==> src/rtl/dot_product_stream.sv <==
// rtl/dot_product_stream.sv - streaming lane-parallel dot-product engine.
// Define DOT_PRODUCT_SATURATE_EN to clamp the accumulator on overflow instead of wrapping.
module dot_product_stream #(
  parameter int DATA_WIDTH = 8,
  parameter int LANES      = 4,
  parameter int MAX_LEN    = 256,
  parameter int LEN_WIDTH  = 9,
  parameter int ACC_WIDTH  = 2*DATA_WIDTH+LEN_WIDTH
) (
  input  logic                        clk,
  input  logic                        rst,
  input  logic                        start,
  input  logic [LEN_WIDTH-1:0]        len,
  input  logic                        in_valid,
  output logic                        in_ready,
  input  logic [LANES*DATA_WIDTH-1:0] a_flat,
  input  logic [LANES*DATA_WIDTH-1:0] b_flat,
  output logic                        out_valid,
  input  logic                        out_ready,
  output logic [ACC_WIDTH-1:0]        result,
  output logic                        overflow,
  output logic                        busy
);

  localparam int PROD_W = 2*DATA_WIDTH;
  localparam int TREE_W = PROD_W + $clog2(LANES);
  localparam int SUM_W  = ((ACC_WIDTH > TREE_W) ? ACC_WIDTH : TREE_W) + 1;

  typedef enum logic [1:0] {IDLE, ACCUM, DRAIN, DONE} state_t;

  state_t                      state;
  logic [LEN_WIDTH-1:0]        rem;
  logic                        s0_valid;
  logic [LANES*DATA_WIDTH-1:0] a_r;
  logic [LANES*DATA_WIDTH-1:0] b_r;
  logic                        s1_valid;
  logic [PROD_W-1:0]           prod [LANES];
  logic [ACC_WIDTH-1:0]        acc;
  logic                        acc_ovf;

  logic [LEN_WIDTH-1:0]        len_eff;
  logic                        beat_fire;
  logic                        last_beat;
  logic [LANES*DATA_WIDTH-1:0] a_masked;
  logic [LANES*DATA_WIDTH-1:0] b_masked;
  logic [TREE_W-1:0]           tree;
  logic [SUM_W-1:0]            sum;
  logic                        carry;

  assign len_eff   = (len > LEN_WIDTH'(MAX_LEN)) ? LEN_WIDTH'(MAX_LEN) : len;
  assign beat_fire = in_valid && in_ready;
  // rem counts elements still owed, so the final beat is the one covering <= LANES of them
  assign last_beat = (rem <= LEN_WIDTH'(LANES));

  always_comb begin
    a_masked = '0;
    b_masked = '0;
    for (int i = 0; i < LANES; i++) begin
      if (LEN_WIDTH'(i) < rem) begin
        a_masked[i*DATA_WIDTH +: DATA_WIDTH] = a_flat[i*DATA_WIDTH +: DATA_WIDTH];
        b_masked[i*DATA_WIDTH +: DATA_WIDTH] = b_flat[i*DATA_WIDTH +: DATA_WIDTH];
      end
    end
  end

  always_comb begin
    tree = '0;
    for (int i = 0; i < LANES; i++) begin
      tree = tree + TREE_W'(prod[i]);
    end
  end

  // one spare bit above the wider operand catches any carry past ACC_WIDTH
  assign sum   = SUM_W'(acc) + SUM_W'(tree);
  assign carry = |sum[SUM_W-1:ACC_WIDTH];

  always_ff @(posedge clk) begin
    if (rst) begin
      state     <= IDLE;
      rem       <= '0;
      s0_valid  <= 1'b0;
      a_r       <= '0;
      b_r       <= '0;
      s1_valid  <= 1'b0;
      for (int i = 0; i < LANES; i++) prod[i] <= '0;
      acc       <= '0;
      acc_ovf   <= 1'b0;
      in_ready  <= 1'b0;
      out_valid <= 1'b0;
      result    <= '0;
      overflow  <= 1'b0;
      busy      <= 1'b0;
    end else begin
      s0_valid <= beat_fire;
      if (beat_fire) begin
        a_r <= a_masked;
        b_r <= b_masked;
      end

      s1_valid <= s0_valid;
      if (s0_valid) begin
        for (int i = 0; i < LANES; i++) begin
          prod[i] <= PROD_W'(a_r[i*DATA_WIDTH +: DATA_WIDTH]) * PROD_W'(b_r[i*DATA_WIDTH +: DATA_WIDTH]);
        end
      end

      if (s1_valid) begin
`ifdef DOT_PRODUCT_SATURATE_EN
        if (acc_ovf || carry) acc <= '1;
        else                  acc <= sum[ACC_WIDTH-1:0];
`else
        acc <= sum[ACC_WIDTH-1:0];
`endif
        acc_ovf <= acc_ovf | carry;
      end

      case (state)
        IDLE: begin
          if (start) begin
            busy <= 1'b1;
            if (len_eff != '0) begin
              state    <= ACCUM;
              rem      <= len_eff;
              in_ready <= 1'b1;
              acc      <= '0;
              acc_ovf  <= 1'b0;
            end else begin
              state     <= DONE;
              result    <= '0;
              overflow  <= 1'b0;
              out_valid <= 1'b1;
            end
          end
        end
        ACCUM: begin
          if (beat_fire) begin
            if (last_beat) begin
              rem      <= '0;
              in_ready <= 1'b0;
              state    <= DRAIN;
            end else begin
              rem <= rem - LEN_WIDTH'(LANES);
            end
          end
        end
        DRAIN: begin
          if (!s0_valid && !s1_valid) begin
            result    <= acc;
            overflow  <= acc_ovf;
            out_valid <= 1'b1;
            state     <= DONE;
          end
        end
        DONE: begin
          if (out_ready) begin
            out_valid <= 1'b0;
            busy      <= 1'b0;
            state     <= IDLE;
          end
        end
        default: state <= IDLE;
      endcase
    end
  end

endmodule

==> config.mk <==
export PLATFORM = sky130hd
export DESIGN_NAME = dot_product_stream
export DESIGN_NICKNAME = d
export VERILOG_FILES = /design/src/rtl/dot_product_stream.sv
export SDC_FILE = /design/constraint.sdc
export NUM_CORES = 1
export LEC_CHECK = 0
export BUFFER_PORTS_ARGS = -buffer_cell sky130_fd_sc_hd__buf_4
export CORE_MARGIN = 2
export CORE_UTILIZATION = 61
export CTS_BUF_LIST = sky130_fd_sc_hd__clkbuf_4 sky130_fd_sc_hd__clkbuf_8
export DETAILED_ROUTE_END_ITERATION = 10
export PLACE_DENSITY = 0.8
export SYNTH_ARGS = -nofsm -noshare
export SYNTH_HDL_FRONTEND = slang
export SYNTH_SLANG_ARGS = --single-unit
==> constraint.sdc <==
create_clock -name clk -period 7.8 [get_ports clk]
set_clock_uncertainty 0.05 [all_clocks]
set_input_delay 1.17 -clock clk [delete_from_list [all_inputs] [get_ports clk]]
set_output_delay 1.17 -clock clk [all_outputs]
set_load 0.005 [all_outputs]
==> flow_metrics.py <==
metrics = {
    "place": {
        "place.detailed.instances": 2430,
        "half_perimeter_wire_length_after_placement_mm": 30.3,
        "gp_congestion": 0.903,
        "io_buffers": 106,
        "minimum_setup_slack_after_placement_ns": 3.18,
    },
    "setup_path": {
        "maximum_fanout_encountered_on_the_critical_timing_path": 5,
        "r2r_end": "acc[24]",
        "worst_path_most_repeated_cell": "inv_1",
        "critical_path.reg2reg.startpoint": "acc[3]",
        "crit_path_cell_trace": "inv_1, fa_1, inv_1, fa_1, inv_1, fa_1, inv_1, ha_1, o21ai_0, or2_2, a211o_1, a2111oi_0, o21ai_0, mux2i_1",
        "critPathSlowestCell": "a2111oi_0",
        "critical_path.endpoint_type": "register",
        "worst_ep_arrival_time_ns": 5.09,
        "timing.critical_path.required_ns": 8.18,
        "reg2regPathDepth": 14,
        "setup.worst_path.class": "reg -> reg",
        "setup.worst_path.start_class": "register",
        "critPathMaxStageDelay_ns": 0.80,
        "rrSetupSlack_ns": 3.09,
    },
    "timing": {
        "finalSetupTns_ns": 0,
        "fmaxAchievable_ghz": 0.212,
        "relSlewSlack": 0.0980,
        "final_min_period_over_clock_period": 0.604,
        "post-route-min-period_ns": 4.71,
        "grt_setup_unrepaired": "false",
        "slew_violations": 0,
        "fin_worst_hold_slack_ns": 0.434,
        "timing.final.setup_violations": 0,
        "final-hold-violation-count": 0,
        "worst_slew_pin_slew_ns": 1.35,
        "worst_slack_ns": 3.09,
    },
    "worst_hold_path": {
        "holdCritStartpoint": "busy",
        "hold_end": "busy",
        "whs_path_depth": 2,
        "timing.hold.worst.class": "reg -> reg",
    },
    "global_routing": {
        "wire_length_of_the_first_global_routing_pass_mm": 66.1,
        "grt_remaining_overflow": 0,
        "antenna_violations_before_repair": 0,
        "globalRouteTotalUtil": 0.266,
        "grt_start_max_net_pins": 71,
        "first_global_vias": 13900,
    },
    "route": {
        "routed_wl_mm": 38.6,
        "drt-wirelength-per-cell_um": 15.7,
        "routed-via-count": 13800,
        "route.detailed.vias_per_inst": 5.62,
        "initialDrtViolationCount": 1006,
        "antenna_left": 0,
        "detail_route.drc_violations": 0,
        "detailedRoute.firstPassIterationCount": 6,
    },
    "yosys": {
        "largest_family_of_logic_cells_by_synthesized_area": "adder cells",
        "syn-mean-instance-area_um2": 8.91,
        "synth_adder_area_share": 0.334,
        "post_synth_instance_area_um2": 17900,
        "parity_gate_share_of_the_synthesized_area_counting_xor_and_xnor_cells": 0.0142,
        "postSynth.topFlopCell": "dfxtp_1",
        "synth.lib_cells_used.distinct": 64,
        "fraction_of_synthesis_flops_using_an_asynchronous_set_or_reset_pin": 0,
        "synth.ff_latch_count": 196,
        "post_synth_and_or_nand_nor_area_fraction": 0.177,
        "area_fraction_in_compound_gates_after_synthesis": 0.113,
        "yosysWarnings": 0,
        "synth_sequential_area_ratio": 0.254,
        "synthMuxAreaShare": 0.0142,
        "synthCells": 2014,
        "number_of_enable_flip_flop_cells_after_synthesis": 64,
        "syn-num-nets": 2456,
    },
    "cells_and_area": {
        "finish.utilization": 0.670,
        "num-nets-final": 2507,
        "num-fill-cells": 2327,
        "area_growth_pct": 7.79,
        "final_std_cells_w_o_fill": 2462,
        "antenna_diode_instance_count": 0,
        "share_of_cells_above_drive_strength_1": 0.0765,
    },
    "clock_network": {
        "clock_insertion_delay_at_the_later_pin_of_the_skew_report_ns": 0.52,
        "cts-htree-levels": 4,
        "postCtsHoldBufs": 0,
        "cts_made_buffers": 17,
        "post-cts-setup-buffer-count": 0,
        "tritoncts_clock_tree": "built",
        "cts_resized": 0,
        "clockRootBuffer": "clkbuf_8",
        "cts.clk_slew.worst_paths_ns": 0.10,
        "clock-sinks": 196,
        "clock_path_buffers": 2,
    },
    "pwr": {
        "total_leakage_power_nw": 9.39,
        "power.density_nw_per_um2": 162,
        "vdd_ir_drop_max_uv": 123,
    },
    "die": {
        "area_of_the_die_um2": 30800,
        "num_io_pins": 107,
        "floorplan.die.width_um": 175,
        "placementRows": 62,
        "floorplan.initialDensity": 0.621,
        "core-area_um2": 28900,
        "die_y_um": 175,
    },
    "flow_run": {
        "max_cap_viol_count": 0,
    },
    "status": {
        "outcome": "finished, final reports clean",
    },
}
## how the worst max path moves through the flow
stage | end | slack, ns | depth (start not counted) | start
after CTS | acc[24] | 3.13 | 14 | acc[3]
final | acc[24] | 3.09 | 14 | acc[3]
after global placement | acc[24] | 3.31 | 14 | acc[3]
after detailed placement | acc[24] | 3.18 | 14 | acc[3]
after floorplan | prod[2][13] | 3.45 | 16 | b_r[23]
after global routing | acc[24] | 2.62 | 14 | acc[3]
## through the flow
step	power, mW	cell area, um2
after floorplan	2.14	17900
after global placement	2.40	18900
after detailed placement	2.46	18900
after CTS	3.14	19300
after global routing	3.35	19300
final	3.14	19300
## critical path: cells and delay by family (launching register included)
family                   cells  cell delay, ns
AO/OA/AOI/OAI                4            1.52
adder cells (fa/ha/maj)      4            1.89
buffers and inverters        4            0.24
flip-flops                   1            0.39
multiplexers                 1            0.22
AND/OR/NAND/NOR              1            0.34
## power by group
| group | switching (mW) | leakage, nW | internal [mW] |
|---|---|---|---|
| registers | 0.154 | 1.73 | 1.16 |
| logic | 0.716 | 7.46 | 0.423 |
| clock network | 0.419 | 0.202 | 0.268 |
| total | 1.29 | 9.39 | 1.85 |
## registers in the layout (all words and copies together) (netlist names), 2 cells and up
| name | flops |
|---|---|
| state | 2 |
| b_r | 32 |
| a_r | 32 |
| acc | 25 |
| result | 25 |
| rem | 9 |
| prod | 64 |
## per-layer routing
layer	wire length, um	global-route usage	up-vias
met5	0	0	-
met4	1070	0.0961	0
met3	2080	0.0398	66
met2	18500	0.445	390
met1	17000	0.352	6755
li1	-	-	6636
## cell families (layout without fill, tap and decap cells)
group	Yosys count	in the layout
mux	25	25
simple gates	658	658
xor+xnor	29	29
buf+inv	445	509
fa+ha+maj	364	364
compound gates	297	297
flops	196	196
## final cells by class
class / count / area [um2] / area share
clock buffer: 18 / 241 / 0.0125
timing repair buffer: 111 / 833 / 0.0431
inverter: 366 / 1370 / 0.0711
clock inverter: 14 / 141 / 0.00731
sequential: 196 / 4560 / 0.236
tap: 384 / 480 / 0.0249
multi-input combinational: 1373 / 11700 / 0.605
## cell usage in the layout, fill, tap and decap left out, types with 18 or more instances in the layout
cell and count:
a211oi_1 18, a21oi_1 69, a22oi_1 79, and2_1 135, and3_1 19, buf_4 111, dfxtp_1 132, edfxtp_1 64
fa_1 191, ha_1 173, inv_1 366, mux2i_1 22, nand2_1 203, nand2b_1 21, nand3_1 31, nor2_1 161
nor3_1 29, o21ai_0 41
## cells in the mapped netlist (all sizes together) (10+ instances only)
master	n	area share
and2	136	0.047
a211oi	18	0.0075
ha	173	0.12
dfxtp	132	0.15
clkbuf	70	0.015
or3	13	0.0045
o211ai	10	0.0042
nand2b	21	0.0073
nand2	204	0.043
mux2i	22	0.012
xor2	17	0.0083
nor2	161	0.034
o21ai	42	0.012
nor2b	14	0.0049
a21oi	70	0.020
nor3	29	0.0081
nand3	31	0.0087
a22oi	79	0.033
and3	19	0.0066
edfxtp	64	0.11
a21o	10	0.0042
inv	366	0.077
xnor2	12	0.0059
fa	191	0.21
(Power assumes the default switching activity.)
